==> config.mk <==
export PLATFORM = sky130hd
export DESIGN_NAME = mem_port_arbiter_flat
export DESIGN_NICKNAME = d
export VERILOG_FILES = /design/src/rtl/mem_port_arbiter_if.sv /design/src/rtl/mem_port_arbiter.sv /design/src/flat_wrapper.sv
export SDC_FILE = /design/constraint.sdc
export NUM_CORES = 1
export LEC_CHECK = 0
export CAP_MARGIN = 20
export CORE_MARGIN = 5
export CORE_UTILIZATION = 30
export CTS_BUF_LIST = sky130_fd_sc_hd__clkbuf_8
export DETAILED_ROUTE_END_ITERATION = 7
export HOLD_SLACK_MARGIN = 0.02
export PLACE_DENSITY = 0.58
export SETUP_SLACK_MARGIN = 0.02
export SLEW_MARGIN = 20
export SYNTH_ARGS = -nofsm -noshare
export SYNTH_HDL_FRONTEND = slang
export SYNTH_SLANG_ARGS = --single-unit
==> constraint.sdc <==
create_clock -name clock -period 2.1 [get_ports clock]
set_input_delay 0.42 -clock clock [delete_from_list [all_inputs] [get_ports clock]]
set_output_delay 0.42 -clock clock [all_outputs]
set_load 0.01 [all_outputs]
==> src/rtl/mem_port_arbiter_if.sv <==
// Requester and memory-side signal bundle for mem_port_arbiter.
// slave is the arbiter's view; master is the requester/memory side.
interface mem_port_arbiter_if;
  logic        req0;
  logic [31:0] addr0;
  logic        gnt0;
  logic        rvalid0;
  logic [31:0] rdata0;

  logic        req1;
  logic [31:0] addr1;
  logic        we1;
  logic [31:0] wdata1;
  logic [1:0]  size1;
  logic        unsigned1;
  logic        gnt1;
  logic        rvalid1;
  logic [31:0] rdata1;

  logic [31:0] mem_address;
  logic        mem_read_write;
  logic [31:0] mem_data_in;
  logic [1:0]  mem_access_size;
  logic [31:0] mem_data_out;

  modport slave (
    input  req0, addr0,
    input  req1, addr1, we1, wdata1, size1, unsigned1,
    input  mem_data_out,
    output gnt0, rvalid0, rdata0,
    output gnt1, rvalid1, rdata1,
    output mem_address, mem_read_write, mem_data_in, mem_access_size
  );

  modport master (
    output req0, addr0,
    output req1, addr1, we1, wdata1, size1, unsigned1,
    output mem_data_out,
    input  gnt0, rvalid0, rdata0,
    input  gnt1, rvalid1, rdata1,
    input  mem_address, mem_read_write, mem_data_in, mem_access_size
  );
endinterface

==> src/rtl/mem_port_arbiter.sv <==
// Two-port round-robin arbiter for a single data-memory port with
// programmable wait states and load-data formatting.
//
// state  | meaning
// IDLE   | arbitrating; gnt may assert, pending rvalid is presented here
// ACCESS | latched request driven to memory for WAIT_STATES+1 cycles
module mem_port_arbiter #(
  parameter int WAIT_STATES = 0,
  parameter int CNT_W       = 4
) (
  input logic               clock,
  input logic               reset_n,
  mem_port_arbiter_if.slave bus
);

  typedef enum logic {IDLE, ACCESS} state_t;

  state_t             state;
  logic [CNT_W-1:0]   cnt;
  logic               last_grant;
  logic [31:0]        addr_q;
  logic               we_q;
  logic [31:0]        wdata_q;
  logic [1:0]         size_q;
  logic               uns_q;
  logic               owner_q;
  logic               mrw_q;
  logic [31:0]        rdata0_q;
  logic [31:0]        rdata1_q;
  logic               rvalid0_q;
  logic               rvalid1_q;

  logic               gnt0_w;
  logic               gnt1_w;
  logic [31:0]        load_data;

  function automatic logic [31:0] format_load(input logic [31:0] word,
                                              input logic [1:0]  size,
                                              input logic        uns);
    logic [31:0] res;
    case (size)
      2'd0:    res = {{24{~uns & word[7]}},  word[7:0]};
      2'd1:    res = {{16{~uns & word[15]}}, word[15:0]};
      default: res = word;
    endcase
    return res;
  endfunction

  // On a tie the port that did not win last time is served.
  assign gnt0_w = (state == IDLE) && bus.req0 && (!bus.req1 || last_grant);
  assign gnt1_w = (state == IDLE) && bus.req1 && (!bus.req0 || !last_grant);

  assign load_data = format_load(bus.mem_data_out, size_q, uns_q);

  always_ff @(posedge clock or negedge reset_n) begin
    if (!reset_n) begin
      state      <= IDLE;
      cnt        <= '0;
      last_grant <= 1'b1;
      addr_q     <= '0;
      we_q       <= 1'b0;
      wdata_q    <= '0;
      size_q     <= 2'd2;
      uns_q      <= 1'b0;
      owner_q    <= 1'b0;
      mrw_q      <= 1'b0;
      rdata0_q   <= '0;
      rdata1_q   <= '0;
      rvalid0_q  <= 1'b0;
      rvalid1_q  <= 1'b0;
    end else begin
      rvalid0_q <= 1'b0;
      rvalid1_q <= 1'b0;
      case (state)
        IDLE: begin
          if (gnt1_w) begin
            addr_q     <= bus.addr1;
            we_q       <= bus.we1;
            wdata_q    <= bus.wdata1;
            size_q     <= bus.size1;
            uns_q      <= bus.unsigned1;
            owner_q    <= 1'b1;
            last_grant <= 1'b1;
            mrw_q      <= (WAIT_STATES == 0) && bus.we1;
            cnt        <= CNT_W'(WAIT_STATES);
            state      <= ACCESS;
          end else if (gnt0_w) begin
            addr_q     <= bus.addr0;
            we_q       <= 1'b0;
            size_q     <= 2'd2;
            uns_q      <= 1'b0;
            owner_q    <= 1'b0;
            last_grant <= 1'b0;
            mrw_q      <= 1'b0;
            cnt        <= CNT_W'(WAIT_STATES);
            state      <= ACCESS;
          end
        end
        ACCESS: begin
          if (cnt == '0) begin
            if (owner_q) begin
              rdata1_q  <= we_q ? 32'd0 : load_data;
              rvalid1_q <= 1'b1;
            end else begin
              rdata0_q  <= we_q ? 32'd0 : load_data;
              rvalid0_q <= 1'b1;
            end
            mrw_q <= 1'b0;
            state <= IDLE;
          end else begin
            cnt <= cnt - 1'b1;
            // Write strobe is pre-registered so it lands on the terminal cycle only.
            if (cnt == CNT_W'(1)) mrw_q <= we_q;
          end
        end
        default: state <= IDLE;
      endcase
    end
  end

  assign bus.gnt0            = gnt0_w;
  assign bus.gnt1            = gnt1_w;
  assign bus.rvalid0         = rvalid0_q;
  assign bus.rvalid1         = rvalid1_q;
  assign bus.rdata0          = rdata0_q;
  assign bus.rdata1          = rdata1_q;
  assign bus.mem_address     = addr_q;
  assign bus.mem_read_write  = mrw_q;
  assign bus.mem_data_in     = wdata_q;
  assign bus.mem_access_size = size_q;

endmodule

==> src/flat_wrapper.sv <==
// flat-port wrapper written by rule: the top's interface ports become plain ports
module mem_port_arbiter_flat 
#(
  parameter int WAIT_STATES = 0,
  parameter int CNT_W       = 4
)
  (clock, reset_n, bus_req0, bus_addr0, bus_req1, bus_addr1, bus_we1, bus_wdata1, bus_size1, bus_unsigned1, bus_mem_data_out, bus_gnt0, bus_rvalid0, bus_rdata0, bus_gnt1, bus_rvalid1, bus_rdata1, bus_mem_address, bus_mem_read_write, bus_mem_data_in, bus_mem_access_size);
  mem_port_arbiter_if bus_i ();
  input logic clock;
  input logic reset_n;
  input wire logic [$bits(bus_i.req0)-1:0] bus_req0;
  input wire logic [$bits(bus_i.addr0)-1:0] bus_addr0;
  input wire logic [$bits(bus_i.req1)-1:0] bus_req1;
  input wire logic [$bits(bus_i.addr1)-1:0] bus_addr1;
  input wire logic [$bits(bus_i.we1)-1:0] bus_we1;
  input wire logic [$bits(bus_i.wdata1)-1:0] bus_wdata1;
  input wire logic [$bits(bus_i.size1)-1:0] bus_size1;
  input wire logic [$bits(bus_i.unsigned1)-1:0] bus_unsigned1;
  input wire logic [$bits(bus_i.mem_data_out)-1:0] bus_mem_data_out;
  output wire logic [$bits(bus_i.gnt0)-1:0] bus_gnt0;
  output wire logic [$bits(bus_i.rvalid0)-1:0] bus_rvalid0;
  output wire logic [$bits(bus_i.rdata0)-1:0] bus_rdata0;
  output wire logic [$bits(bus_i.gnt1)-1:0] bus_gnt1;
  output wire logic [$bits(bus_i.rvalid1)-1:0] bus_rvalid1;
  output wire logic [$bits(bus_i.rdata1)-1:0] bus_rdata1;
  output wire logic [$bits(bus_i.mem_address)-1:0] bus_mem_address;
  output wire logic [$bits(bus_i.mem_read_write)-1:0] bus_mem_read_write;
  output wire logic [$bits(bus_i.mem_data_in)-1:0] bus_mem_data_in;
  output wire logic [$bits(bus_i.mem_access_size)-1:0] bus_mem_access_size;
  assign bus_i.req0 = bus_req0;
  assign bus_i.addr0 = bus_addr0;
  assign bus_i.req1 = bus_req1;
  assign bus_i.addr1 = bus_addr1;
  assign bus_i.we1 = bus_we1;
  assign bus_i.wdata1 = bus_wdata1;
  assign bus_i.size1 = bus_size1;
  assign bus_i.unsigned1 = bus_unsigned1;
  assign bus_i.mem_data_out = bus_mem_data_out;
  assign bus_gnt0 = bus_i.gnt0;
  assign bus_rvalid0 = bus_i.rvalid0;
  assign bus_rdata0 = bus_i.rdata0;
  assign bus_gnt1 = bus_i.gnt1;
  assign bus_rvalid1 = bus_i.rvalid1;
  assign bus_rdata1 = bus_i.rdata1;
  assign bus_mem_address = bus_i.mem_address;
  assign bus_mem_read_write = bus_i.mem_read_write;
  assign bus_mem_data_in = bus_i.mem_data_in;
  assign bus_mem_access_size = bus_i.mem_access_size;
  mem_port_arbiter #(.WAIT_STATES(WAIT_STATES), .CNT_W(CNT_W)) u_core (.clock(clock), .reset_n(reset_n), .bus(bus_i));
endmodule
==> flow_summary.json <==
{
  "yosysWarnings": 0,
  "start_util_pct": 30.7,
  "path_clk_slew_ns": 0.09,
  "worstPathArrival_ns": 1.56,
  "fin_crit_sh_pct": 94.0,
  "die_h_um": 157,
  "cts.sink_count": 142,
  "cts_tree": "built",
  "synthDistinctLibCells": 47,
  "drtIter0Drc": 246,
  "num_rows": 53,
  "nFillCells": 1891,
  "hold_class": "in2async",
  "clkLatencyLatePin_ns": 0.43,
  "utilization_pct": 47.2,
  "maxSlewViolCount": 0,
  "max_slew.worst_pin.slew_ns": 0.439,
  "path_cells": "clkinv_1 -> a211oi_1 -> clkdlybuf4s15_1",
  "routed_wl_um": 20300,
  "die_w_um": 157,
  "via_per_inst": 4.96,
  "cp.required_ns": 1.68,
  "grt_pass1_vias": 5758,
  "area_growth_pct": 53.9,
  "start_kind": "flop",
  "ant_nets": 0,
  "syn-cell-area_mm2": 0.00649,
  "grt_antenna_before_repair": 0,
  "cpLargestDelayFamily": "flip-flops",
  "synth_fp_nets": 685,
  "drt_first_pass_iters": 4,
  "wl_per_cell_um": 18.5,
  "io-pin-count": 271,
  "stdcell_area_mm2": 0.00998,
  "ys_ff_latch": 142,
  "syn_avg_cell_area_um2": 11.9,
  "gp_congestion": 0.814,
  "cpPeakStageDelay_ns": 0.54,
  "drc": 0,
  "synth_edf_count": 0,
  "grt-ovfl-total": 0,
  "setup_viol": 0,
  "slew_headroom_pct": 70.7,
  "placed_cell_area_mm2": 0.00950,
  "drive_above_1_share_pct": 17.0,
  "final_cell_mix": "267 x clkdlybuf4s50_1, 139 x dfrtp_1, 57 x o21ai_0, 41 x mux2_2, 34 x nor2_1",
  "final_nets": 949,
  "period_needed_ns": 1.98,
  "core-area_mm2": 0.0212,
  "critPathKind": "reg2out",
  "port_buffers": 270,
  "grt_usage_pct": 16.1,
  "synthArstFlopShare_pct": 100,
  "final_common_cell": "clkdlybuf4s50_1",
  "synth_cells": 546,
  "status": "finished clean",
  "p_total_mw": 14.6,
  "crit_start": "u_core.last_grant",
  "hold_violations": 0,
  "cp.buffers_inverters": 2,
  "dpl.hpwl_um": 14800,
  "vias": 5441,
  "clock.fmax_ghz": 0.506,
  "cts_made_buffers": 17,
  "path_max_fanout": 2,
  "leakagePower_nw": 3.98,
  "dieArea_mm2": 0.0247,
  "yosysSeqAreaShare_pct": 54.8,
  "htreeDepth": 4,
  "fin_skew_ns": 0.0173,
  "cpMaxStageDelayCell": "dfstp_2",
  "grt_max_degree": 60,
  "vdd_drop_max_uv": 648,
  "clockBufferDepth": 2,
  "synthFlopType": "dfrtp_1",
  "powerDensity_mw_per_mm2": 1460,
  "fin_worst_hold_slack_ns": 0.433,
  "rsz0062_at_grt": "no",
  "r2r_start": "u_core.cnt[0]",
  "cts-root-buf": "clkbuf_8",
  "cp-end-kind": "output port",
  "grt_first_pass_wirelength_um": 31700,
  "finalSetupTns_ns": 0,
  "drv_cap": 0
}
registers in the layout, indices dropped and copies added, names as in the netlist:
signal	count
u_core.uns_q	1
u_core.state	1
u_core.we_q	1
u_core.bus.rvalid0	1
u_core.bus.mem_address	32
u_core.bus.mem_data_in	32
u_core.bus.rdata0	32
u_core.last_grant	1
u_core.cnt	4
u_core.owner_q	1
u_core.bus.rvalid1	1
u_core.bus.mem_access_size	2
u_core.bus.rdata1	32
u_core.bus.mem_read_write	1
power breakdown:
group | internal (mW) | switching (mW)
combinational | 3.96 | 3.13
sequential | 4.07 | 0.874
clock | 1.45 | 1.09
worst paths after layout:
path                                             end  slack (ns)  cells after the start
max                                         bus_gnt0        0.12                      3
min                            u_core.bus.rdata1[20]        0.43                      2
max reg2reg                     u_core.bus.rdata0[5]        0.15                      6
min reg2reg                u_core.bus.mem_data_in[5]        0.50                      1
max in group asynchronous          u_core.last_grant        1.01                      3
min in group clock         u_core.bus.mem_data_in[5]        0.50                      1
Yosys cell counts (7+ instances only):
cell type	count	area, um2
dfrtp_1	140	3500
o21ai_0	57	285
mux2_2	41	462
nor2_1	34	128
a31oi_1	32	200
o2111ai_1	32	280
clkbuf_1	29	109
mux2_4	21	315
nand3_1	20	100
o2bb2ai_1	20	175
nor2b_1	15	93.8
buf_2	13	65.1
nand2b_1	13	81.3
o31ai_1	13	97.6
a21oi_2	8	70.1
buf_4	7	52.6
stage by stage:
stage                     instances  worst slack, ns
final                          1098            0.125
after global routing           1097           0.0262
after CTS                      1097           0.0608
after detailed placement       1064           -0.149
after global placement         1064           -0.148
after floorplan                 546            0.322
logic make-up (layout without fill, tap and decap cells):
kind of cell	Yosys count	in the layout	share of synthesized area, %
other	0	1	0
AOI/OAI and AO/OA	176	176	18.9
buffers and inverters	63	339	4.98
adders and majority gates	3	3	0.579
and+or+nand+nor	95	95	7.97
muxes	66	66	12.7
DFF	142	142	54.8
xor gates and xnor gates	1	1	0.135
layout make-up:
| cell class | instances | area, um2 | area share, % |
|---|---|---|---|
| antenna | 1 | 2.50 | 0.0251 |
| clock buffer | 18 | 248 | 2.48 |
| clock inverter | 13 | 210 | 2.11 |
| inverter | 9 | 38.8 | 0.389 |
| multi-input combinational | 341 | 2610 | 26.1 |
| sequential | 142 | 3560 | 35.6 |
| tap | 275 | 344 | 3.45 |
| timing repair buffer | 299 | 2970 | 29.8 |
routing by layer:
layer  global-route usage, %  up-vias  wire length (um)
li1                        -     2562                 -
met1                    20.2     2640              8350
met4                    4.75        0               299
met3                    5.88       15              1800
met2                    26.4      224              9850
met5                       0        -                 0
worst reg2reg max path: stages, from the launching register on:
cell and delay (ns):
dfrtp_1 0.42, inv_1 0.13, ha_1 0.19, and4bb_2 0.39
nand2_8 0.15, inv_6 0.21, mux2_2 0.37
timing repair:
item / CTS / global route
endpoints found under the setup margin: 11 / 8
setup buffers: 1 / 0
endpoints found under the hold margin: 33 / 0
hold buffers: 1 / 0
gates resized for setup: 4 / 2
Power figures use the tool's default switching activity.
